$ cat src/rtl/rpsc_power_sequencer.sv
// Fan and cathode-supply power sequencer for one RPSC card.
// Brings the chain up in order (fan, settle, CA supply, CA delay, run),
// shuts it down through a fan cooldown, and latches the first fault
// until an operator clear with the interlocks healthy.
module rpsc_power_sequencer #(
  parameter int FAN_ACK_TIMEOUT  = 512,
  parameter int FAN_SETTLE_TICKS = 256,
  parameter int CA_ACK_TIMEOUT   = 512,
  parameter int CA_DELAY_TICKS   = 3840,
  parameter int COOL_TICKS       = 3840,
  parameter int CNT_W            = 12
) (
  input  logic       clk,
  input  logic       reset,
  input  logic       start,
  input  logic       stop,
  input  logic       fault_clear,
  input  logic       interlock_ok,
  input  logic       g1_ok,
  input  logic       fan_act,
  input  logic       ca_ps_act,
  output logic       fan_on,
  output logic       ca_on_perm,
  output logic       ca_on,
  output logic       ca_ok,
  output logic       fault,
  output logic [2:0] fault_code,
  output logic [2:0] state_o
);

  typedef enum logic [2:0] {
    S_IDLE       = 3'd0,
    S_FAN_WAIT   = 3'd1,
    S_FAN_SETTLE = 3'd2,
    S_CA_WAIT    = 3'd3,
    S_CA_DELAY   = 3'd4,
    S_RUN        = 3'd5,
    S_COOLDOWN   = 3'd6,
    S_FAULT      = 3'd7
  } state_t;

  // Terminal timer values: a state of N ticks leaves when timer == N-1.
  localparam logic [CNT_W-1:0] FAN_TO_LAST = CNT_W'(FAN_ACK_TIMEOUT - 1);
  localparam logic [CNT_W-1:0] SETTLE_LAST = CNT_W'(FAN_SETTLE_TICKS - 1);
  localparam logic [CNT_W-1:0] CA_TO_LAST  = CNT_W'(CA_ACK_TIMEOUT - 1);
  localparam logic [CNT_W-1:0] DELAY_LAST  = CNT_W'(CA_DELAY_TICKS - 1);
  localparam logic [CNT_W-1:0] COOL_LAST   = CNT_W'(COOL_TICKS - 1);

  state_t           state;
  state_t           nxt;
  logic [CNT_W-1:0] timer;
  logic [2:0]       det;

  assign state_o = state;

  // Fault detection; the lowest-numbered active cause wins.
  always_comb begin
    det = 3'd0;
    if ((state inside {S_FAN_WAIT, S_FAN_SETTLE, S_CA_WAIT, S_CA_DELAY,
                       S_RUN, S_COOLDOWN}) && !interlock_ok)
      det = 3'd1;
    else if (state == S_FAN_WAIT && !fan_act && timer == FAN_TO_LAST)
      det = 3'd2;
    else if ((state inside {S_FAN_SETTLE, S_CA_WAIT, S_CA_DELAY, S_RUN}) && !fan_act)
      det = 3'd3;
    else if (state == S_CA_WAIT && !ca_ps_act && timer == CA_TO_LAST)
      det = 3'd4;
    else if ((state inside {S_CA_DELAY, S_RUN}) && !ca_ps_act)
      det = 3'd5;
    else if ((state inside {S_CA_WAIT, S_CA_DELAY, S_RUN}) && !g1_ok)
      det = 3'd6;
  end

  // Next-state selection: fault first, then stop, then the normal sequence.
  always_comb begin
    nxt = state;
    if (det != 3'd0) begin
      nxt = S_FAULT;
    end else begin
      case (state)
        S_IDLE:       if (start && !stop) nxt = S_FAN_WAIT;
        S_FAN_WAIT:   if (stop) nxt = S_COOLDOWN;
                      else if (fan_act) nxt = S_FAN_SETTLE;
        S_FAN_SETTLE: if (stop) nxt = S_COOLDOWN;
                      else if (timer == SETTLE_LAST) nxt = S_CA_WAIT;
        S_CA_WAIT:    if (stop) nxt = S_COOLDOWN;
                      else if (ca_ps_act) nxt = S_CA_DELAY;
        S_CA_DELAY:   if (stop) nxt = S_COOLDOWN;
                      else if (timer == DELAY_LAST) nxt = S_RUN;
        S_RUN:        if (stop) nxt = S_COOLDOWN;
        S_COOLDOWN:   if (timer == COOL_LAST) nxt = S_IDLE;
        S_FAULT:      if (fault_clear && interlock_ok) nxt = S_IDLE;
        default:      nxt = S_IDLE;
      endcase
    end
  end

  // State, timer, latched fault cause and registered Moore outputs.
  always_ff @(posedge clk or negedge reset) begin
    if (!reset) begin
      state      <= S_IDLE;
      timer      <= '0;
      fault_code <= 3'd0;
      fan_on     <= 1'b0;
      ca_on_perm <= 1'b0;
      ca_on      <= 1'b0;
      ca_ok      <= 1'b0;
      fault      <= 1'b0;
    end else begin
      state <= nxt;
      timer <= (nxt != state) ? '0 : timer + CNT_W'(1);
      if (nxt == S_FAULT && state != S_FAULT)
        fault_code <= det;
      else if (state == S_FAULT && nxt == S_IDLE)
        fault_code <= 3'd0;
      fan_on     <= nxt inside {S_FAN_WAIT, S_FAN_SETTLE, S_CA_WAIT,
                                S_CA_DELAY, S_RUN, S_COOLDOWN};
      ca_on_perm <= nxt inside {S_CA_WAIT, S_CA_DELAY, S_RUN};
      ca_on      <= nxt inside {S_CA_WAIT, S_CA_DELAY, S_RUN};
      ca_ok      <= (nxt == S_RUN);
      fault      <= (nxt == S_FAULT);
    end
  end

endmodule

$ cat config.mk
export PLATFORM = sky130hd
export DESIGN_NAME = rpsc_power_sequencer
export DESIGN_NICKNAME = d
export VERILOG_FILES = /design/src/rtl/rpsc_power_sequencer.sv
export SDC_FILE = /design/constraint.sdc
export NUM_CORES = 1
export LEC_CHECK = 0
export CAP_MARGIN = 20
export CORE_MARGIN = 2
export CORE_UTILIZATION = 56
export CTS_BUF_LIST = sky130_fd_sc_hd__clkbuf_4 sky130_fd_sc_hd__clkbuf_8
export CTS_CLUSTER_SIZE = 8
export DETAILED_ROUTE_END_ITERATION = 10
export HOLD_SLACK_MARGIN = 0.12
export MAX_ROUTING_LAYER = met4
export PLACE_DENSITY_LB_ADDON = 0.05
export SLEW_MARGIN = 15
export SYNTH_ARGS = -nofsm -noshare
export SYNTH_HDL_FRONTEND = slang
export SYNTH_SLANG_ARGS = --single-unit
export TNS_END_PERCENT = 10
$ cat constraint.sdc
create_clock -name clk -period 3.5 [get_ports clk]
set_input_delay 0.7 -clock clk [delete_from_list [all_inputs] [get_ports clk]]
set_output_delay 0.7 -clock clk [all_outputs]
set_load 0.005 [all_outputs]
==> results.md <==
* Share of layout cells above drive strength 1 at 19.05%
* GR Overflow Total at 0
* Seq cells post-synth at 22
* Largest area contributor in the netlist: dfrtp_1
* CTS Hold Bufs at 0
* CP max FO at 12
* Period minus WS final at 2.898 ns
* Tcrit/Tclk final at 82.79%
* Syn Area/Cell at 9.859 um2
* CTS tree: done
* Main synth FF type: dfrtp_1
* PwrDens at ~800 mW/mm2
* DP HPWL at 2142 um
* Die Wd at approximately 55 um
* Crit-path slowest cell: or4bb_1
* HP Class: in2async
* FF-to-FF End: timer[9]
* Post-Place Worst Slack at 0.2741 ns
* Io pins at 20
* H-tree levels at 1
* Post-synth EDFFs at 0
* Hold WS at 0.3108 ns
* Leak pwr at 0.6603 nW
* Post-CTS Setup Bufs at 0
* Critical Path Start: ca_ps_act
* CP endpoint: timer[9]
* Vias at 1,219
* Final wirelength at 3002 um
* Synthesized Nets at 160
* Filler Cells Inserted at 198
* CP Launch Type: primary input
* Remaining antenna violation count at 0
* Share of the synthesized area in the top cell type at 37.23%
* Setup violators final at 0
* DRC violations left at 0
* VDD IR max at 0.6434 mV
* CP Data Required Time at 3.73 ns
* Post-route worst setup slack at 0.6024 ns
* Clk buf depth at 2
* Core Box Area at 0.002500 mm2
* Ys async rst share at 100.0%
* Initial core utilization at 59.16%
* Clk Tree Root Cell: clkbuf_4
* Ant. Diodes at 0
* Pre-Repair DR Iteration Count at 4
* Worst slew pin tran at 0.6392 ns
* Insertion delay to the later sink of the worst-skew pair at 0.32 ns
* Mapped Cells at 150
* R2R depth at 8
* Final nets at 179
* Fmax at 345.1 MHz
* Clock Skews at 0.004393 ns
* Post-synthesis cell type count at 44
* Initial antenna violation count at 0
* Sequential area share after synthesis at 37.23%
* Largest net degree at the start of global routing at 23
* RSZ-0062 raised after global routing: no
* Relative slew slack at 57.39%
* Syn. warnings at 0
* Number of buffers added on ports at 19
* Total track usage at 22.07%
* Crit. End Element: flop
* Multi-input gate area at roughly 830 um2
* GPL Wtd Cong at 0.7916
* Clock Pin Slew Worst Setup and Hold Paths at 0.14 ns
* Die area at 0.003068 mm2
* Status: finished clean
* Vias per std cell at 6.157
* Worst-path cell chain: clkdlybuf4s50_1 -> or4bb_1 -> nor4_2 -> o21a_2 -> o221ai_4 -> a211oi_4 -> xnor2_1 -> buf_4 -> nor4_2
* First-pass GRT wire length at about 5400 um
* Area contributors post-synth: dfrtp_1, nor4_2, xnor2_1
* Cell area after synthesis at between 0.001 and 0.0015 mm2
* Critical path's largest stage delay at 0.51 ns
* Synth cell count leaders: dfrtp_1, nor2_1, nor4_2
* Routed len/inst at between 15 and 20 um
* Register area at 550.5 um2
* Setup TNS at 0 ns
* Clock sink total at 22
* Worst EP arrival at 3.13 ns
* Fin. Hold Viols at 0
* DRT iter0 DRCs at 47
* Row cnt at 18
* Count leader, synth: dfrtp_1
* Critical path's most frequent cell: nor4_2
* R2R Setup Slk at 0.66 ns
* Max-cap viol count at 0
* Launch point of the worst reg-to-reg path: state_o[1]
* CTS resizes at 0
* Chip height at 55.39 um
* Number of global-route vias before repair at between 1,000 and 1,500
* Final Max Slew Viols at 0
* Synthesis-to-finish area growth at 17.01%
* Num CTS Buffers at 3
* Setup CP Type: in2reg
==> worst max-delay path, delay by kind of cell <==
kind            cells  cell delay, ns
buf+inv             2            0.65
simple gates        3            0.99
compound gates      3            0.69
xor+xnor            1            0.11
==> final cells by class <==
class / instances / area share, %
multi-input combinational: 108 / 47.94
timing repair buffer: 24 / 12.87
inverter: 10 / 2.169
tap: 30 / 2.169
clock inverter: 1 / 1.735
sequential: 22 / 31.81
clock buffer: 3 / 1.302
==> report_power, final <==
part	total (mW)	internal, mW	switching (mW)
Combinational	0.792	0.345	0.447
Clock	0.202	0.116	0.0862
Sequential	0.406	0.316	0.0897
Total	1.40	0.777	0.623
==> registers in the layout, indices dropped and copies added (netlist names) <==
register and cells:
fan_on 1, ca_on 1, timer 12, fault 1
fault_code 3, ca_ok 1, state_o 3
==> layout by cell type, fill, tap and decap left out, types with 3 or more instances in the layout <==
| cell | instances |
|---|---|
| nand2_1 | 9 |
| nor2_1 | 11 |
| nand3_1 | 10 |
| nor4_2 | 11 |
| nand2b_1 | 3 |
| clkdlybuf4s50_1 | 18 |
| xnor2_1 | 8 |
| a21oi_1 | 4 |
| o21bai_1 | 3 |
| nor3_1 | 7 |
| clkbuf_4 | 3 |
| buf_4 | 5 |
| o22ai_1 | 3 |
| o21ai_0 | 5 |
| dfrtp_1 | 22 |
| inv_1 | 10 |
| xor2_1 | 4 |
==> kinds of logic after synthesis <==
logic type | count (synthesis) | synth area share [%]
AND/OR/NAND/NOR | 66 | 31.22
AO/OA/AOI/OAI | 28 | 15.82
flip-flops | 22 | 37.23
buffers and inverters | 20 | 6.684
XOR/XNOR | 13 | 8.207
adder cells (fa/ha/maj) | 1 | 0.8459
==> worst min path at each step <==
stage                     startpoint  slack, ns             to  depth (start not counted)
after floorplan                reset       0.40          ca_ok                          0
after global placement      timer[0]       0.47       timer[0]                          1
after detailed placement    timer[0]       0.48       timer[0]                          1
after CTS                   timer[0]       0.50       timer[0]                          1
after global routing           reset       0.36  fault_code[0]                          1
final                          reset       0.31  fault_code[0]                          1
==> routing by layer <==
layer	track usage [%]	vias to the layer above	share of wire, %	wire, um
li1	-	581	-	-
met1	32.44	605	48	1444
met2	31.63	29	47	1422
met3	2.576	4	3.5	106
met4	7.317	0	0.93	28
met5	-	-	0	0
==> metrics by stage <==
stage | instances | power, mW | cell area (um2) | utilization, %
after floorplan | 150 | 0.9955 | 1479 | -
after global placement | 194 | 1.178 | 1683 | 67.32
after detailed placement | 194 | 1.202 | 1683 | 67.32
after CTS | 198 | 1.405 | 1735 | 69.42
after global routing | 198 | 1.503 | 1730 | 69.22
final | 198 | 1.400 | 1730 | 69.22
(Power assumes the default switching activity.)
==> RTL change 1 (config.mk and constraints unchanged) <==
Reset style: synchronous (`reset`), changed in one clocked block.
--- a/src/rtl/rpsc_power_sequencer.sv
+++ b/src/rtl/rpsc_power_sequencer.sv
@@ -97,5 +97,5 @@
 
   // State, timer, latched fault cause and registered Moore outputs.
-  always_ff @(posedge clk or negedge reset) begin
+  always_ff @(posedge clk) begin
     if (!reset) begin
       state      <= S_IDLE;
Check against the original RTL: differs if reset is asserted again (counterexample within 4 cycles, from zero or initial values and one cycle with reset low); with reset held inactive, the same outputs for 10 cycles.
==> RTL change 1 against the original RTL <==
Sequential share of layout area is 3.1 points lower. Setup slack better by 63 ps. Design area fell by 11%. Area after synthesis fell by 12%. Routed wire length is 7.6% lower. Hold slack improved by 180 ps. Highest routed layer unchanged. Sequential cell count stayed put.
Power is not compared: it rests on default switching activity, and its combinational part moved more than twofold at a synthesized area within 25%.
==> RTL change 1: results (changes against the original RTL) <==
type of the tightest min-delay check: reg2reg (was in2async)
status: finished, final reports clean (unchanged)
syn nets: 154 (was 160)
Final Cycle Share: 81.0% (was 82.8%)
slowest cell delay on critical path: 660 ps (was 510 ps)
largest net degree at the start of global routing: 17 (was 23)
R2R Setup Slk: 760 ps (was 660 ps)
XOR/XNOR Fraction of Synth Area: 8.08% (was 8.21%)
GR Util All Layers: 23.7% (was 22.1%)
R2R Path End: timer[8] (was timer[9])
Max transition margin: 61.0% (was 57.4%)
asr flop ratio synth: 0% (was 100%)
GPL Wtd Cong: 0.904 (was 0.792)
layout cells sized above 1: 14.2% (was 19.0%)
worst hold path cell count: 1
Critical R2R Launch: timer[0] (was state_o[1])
first-pass GRT wire length: 4560 um (was 5440 um)
Setup Skew: 7.56 ps (was 4.39 ps)
# nets final: 173 (was 179)
number of global-route vias before repair: 964 (was 1171)
Synth Area in Compound Gates: 20.2% (was 15.8%)
drt wl/cell: 14.6 um (was 15.2 um)
P_leak: 0.546 nW
dpl ws: 350 ps (was 274 ps)
mux contribution to synthesized area: 0% (unchanged)
DR iter-0 viols: 69 (was 47)
vias per cell: 5.99 (was 6.16)
Synth top cells by count: dfxtp_1, nor3_2, nand2_1, nand3_1, nor2_1 (was dfrtp_1, nor2_1, nor4_2)
HPWL after detailed placement: 1990 um (was 2140 um)
VDD IR max: 0.000343 V
CTS Root Cell: clkbuf_4 (unchanged)
cell depth of the worst flop-to-flop path: 8 (unchanged)
Adder-Cell Fraction of Synth Area: 0.962% (was 0.846%)
row count: 17 (was 18)
number of fill cells: 176 (was 198)
ranking of synthesized cells by area: dfxtp_1, nor3_2, xnor2_1, nand3_1, nand2_1 (was dfrtp_1, nor4_2, xnor2_1, nand3_1, nor2_1)
share of total power in combinational logic: 32.4%
post-synthesis sequential area ratio: 33.9% (was 37.2%)
CP max stage cell: clkdlybuf4s50_1 (was or4bb_1)
ANT cells: 0 (unchanged)
count of cell types in the netlist: 48 (was 44)
Longest Clk Path Bufs: 2 (unchanged)
antenna violations before repair: 0 (unchanged)
CP Max Fanout: 11 (was 12)
input/output buffers: 19 (unchanged)
-- RTL change 1: cell types whose count changed in the layout (fill, tap and decap cells not counted), moves of 4 or more --
cell	delta
dfxtp_1	+22
nor4_2	-11
nor3_2	+11
inv_1	-5
dfrtp_1	-22
o21ai_0	-4
-- RTL change 1: area by class of cell --
type | instances | area, um^2 | area share [%]
multi-input cells | 110 | 783 | 51.0
flip-flops and latches | 22 | 440 | 28.7
repair buffers | 21 | 205 | 13.4
well taps | 28 | 35.0 | 2.28
clock inverters | 1 | 30.0 | 1.96
clock buffers | 3 | 22.5 | 1.47
inverters | 5 | 18.8 | 1.22
-- RTL change 1: worst reg2reg max path, stage by stage, from the launching register on --
cell and delay (ps):
dfxtp_1 410, ha_1 230, nand4_1 160, o41ai_1 500, nand3_1 180, nor4_1 340, xor2_1 230, nand2_1 360
nor3_1 290
-- RTL change 1: logic make-up (layout without fill, tap and decap cells) --
kind of cell	count (synthesis)	count (layout)
fa+ha+maj	1	1
flops	22	22
xor+xnor	12	12
buf+inv	12	30
compound gates	31	31
simple gates	66	66
-- RTL change 1: metal layers --
layer	share of wire (%)	track usage, %
met3	8.2	3.71
met2	45	35.4
met5	0	-
met1	45	32.4
met4	1.7	9.40
-- RTL change 1: per-stage QoR --
stage / instances / hold slack [ps] / util, % / cell area [um^2] / power (mW)
CTS: 190 / 492 / 69.4 / 1540 / 0.740
finish: 190 / 489 / 69.4 / 1540 / 0.736
floorplan: 144 / 456 / - / 1300 / 0.465
global route: 190 / 502 / 69.4 / 1540 / 0.777
detailed placement: 186 / 465 / 67.0 / 1480 / 0.538
global placement: 186 / 450 / 67.0 / 1480 / 0.536
==> RTL change 2 (config.mk and constraints unchanged) <==
Made on the original files. `CNT_W`: 12 -> 6.
--- a/src/rtl/rpsc_power_sequencer.sv
+++ b/src/rtl/rpsc_power_sequencer.sv
@@ -9,5 +9,5 @@
   parameter int CA_DELAY_TICKS   = 3840,
   parameter int COOL_TICKS       = 3840,
-  parameter int CNT_W            = 12
+  parameter int CNT_W            = 6
 ) (
   input  logic       clk,
Check against the original RTL: same outputs for any inputs over 10 cycles, from zero or initial values and one cycle with reset low; that may be too few to reach the edited logic, so the function may still have changed.
==> RTL change 2 against the original RTL <==
Routed wire length down 18%. Design area down 23%. Critical path depth down 2. Sequential cell count down 6. Sequential power down 19%. Area after synthesis down 26%. Setup slack better by 280 ps. Total power down 26%. Critical path type unchanged.
==> RTL change 2: results (changes against the original RTL) <==
layout cells sized above 1: 9.09% (was 19.0%)
GPL Wtd Cong: 0.861 (was 0.792)
M1 GR Usage: 30.8% (was 32.4%)
Clock Latency Late Sink: 290 ps (was 320 ps)
status: finished, final reports clean (unchanged)
share of total power in combinational logic: 56.3% (was 56.6%)
met1 WL: 1110 um (was 1440 um)
GR Util All Layers: 24.7% (was 22.1%)
first-pass GRT wire length: 4300 um (was 5440 um)
met3 WL: 89 um (was 106 um)
cell depth of the worst flop-to-flop path: 6 (was 8)
number of global-route vias before repair: 890 (was 1171)
Finished Layout Cells: 159 (was 198)
syn nets: 124 (was 160)
# nets final: 143 (was 179)
largest net degree at the start of global routing: 21 (was 23)
P_leak: 0.548 nW (was 0.660 nW)
Setup Skew: 3.77 ps (was 4.39 ps)
metal2 WL: 1240 um (was 1420 um)
Synth top cells by count: dfrtp_1, nand2_1, a211oi_1 (was dfrtp_1, nor2_1, nor4_2)
GRT met3 Usage: 6.79% (was 2.58%)
vias per cell: 5.84 (was 6.16)
met2 Use GR: 40.0% (was 31.6%)
CP Max Fanout: 7 (was 12)
number of fill cells: 152 (was 198)
CP endpoint: timer[0] (was timer[9])
drt total wl: 2480 um (was 3000 um)
slowest cell delay on critical path: 540 ps (was 510 ps)
max FFs per register: 6 (was 12)
DR iter-0 viols: 28 (was 47)
VDD IR max: 0.000365 V (was 0.000643 V)
crit-path leading delay family: compound AO/OA/AOI/OAI gates (was simple AND/OR/NAND/NOR gates)
[RTL change 2: layout make-up]
| class | instances | area share, % |
|---|---|---|
| clock buffers | 4 | 2.74 |
| well taps | 27 | 2.55 |
| repair buffers | 19 | 14.4 |
| multi-input cells | 90 | 49.2 |
| flip-flops and latches | 16 | 30.2 |
| inverters | 3 | 0.851 |
[RTL change 2: per-stage QoR]
stage / area, um^2 / setup slack (ps) / hold WS [ps] / power (mW)
2_1_floorplan: 1100 / 1390 / 404 / 0.730
3_3_place_gp: 1290 / 616 / 451 / 0.895
3_5_place_dp: 1290 / 593 / 465 / 0.911
4_1_cts: 1320 / 910 / 487 / 1.03
5_1_grt: 1320 / 750 / 513 / 1.11
6_report: 1320 / 886 / 483 / 1.03
[RTL change 2: cells by family after synthesis]
logic type,Yosys count,synth area share [%]
AND/OR/NAND/NOR,49,25.4
multiplexers,2,1.93
flip-flops,16,36.4
buffers and inverters,8,4.32
AO/OA/AOI/OAI,32,26.1
XOR/XNOR,6,4.78
adder cells (fa/ha/maj),1,1.14
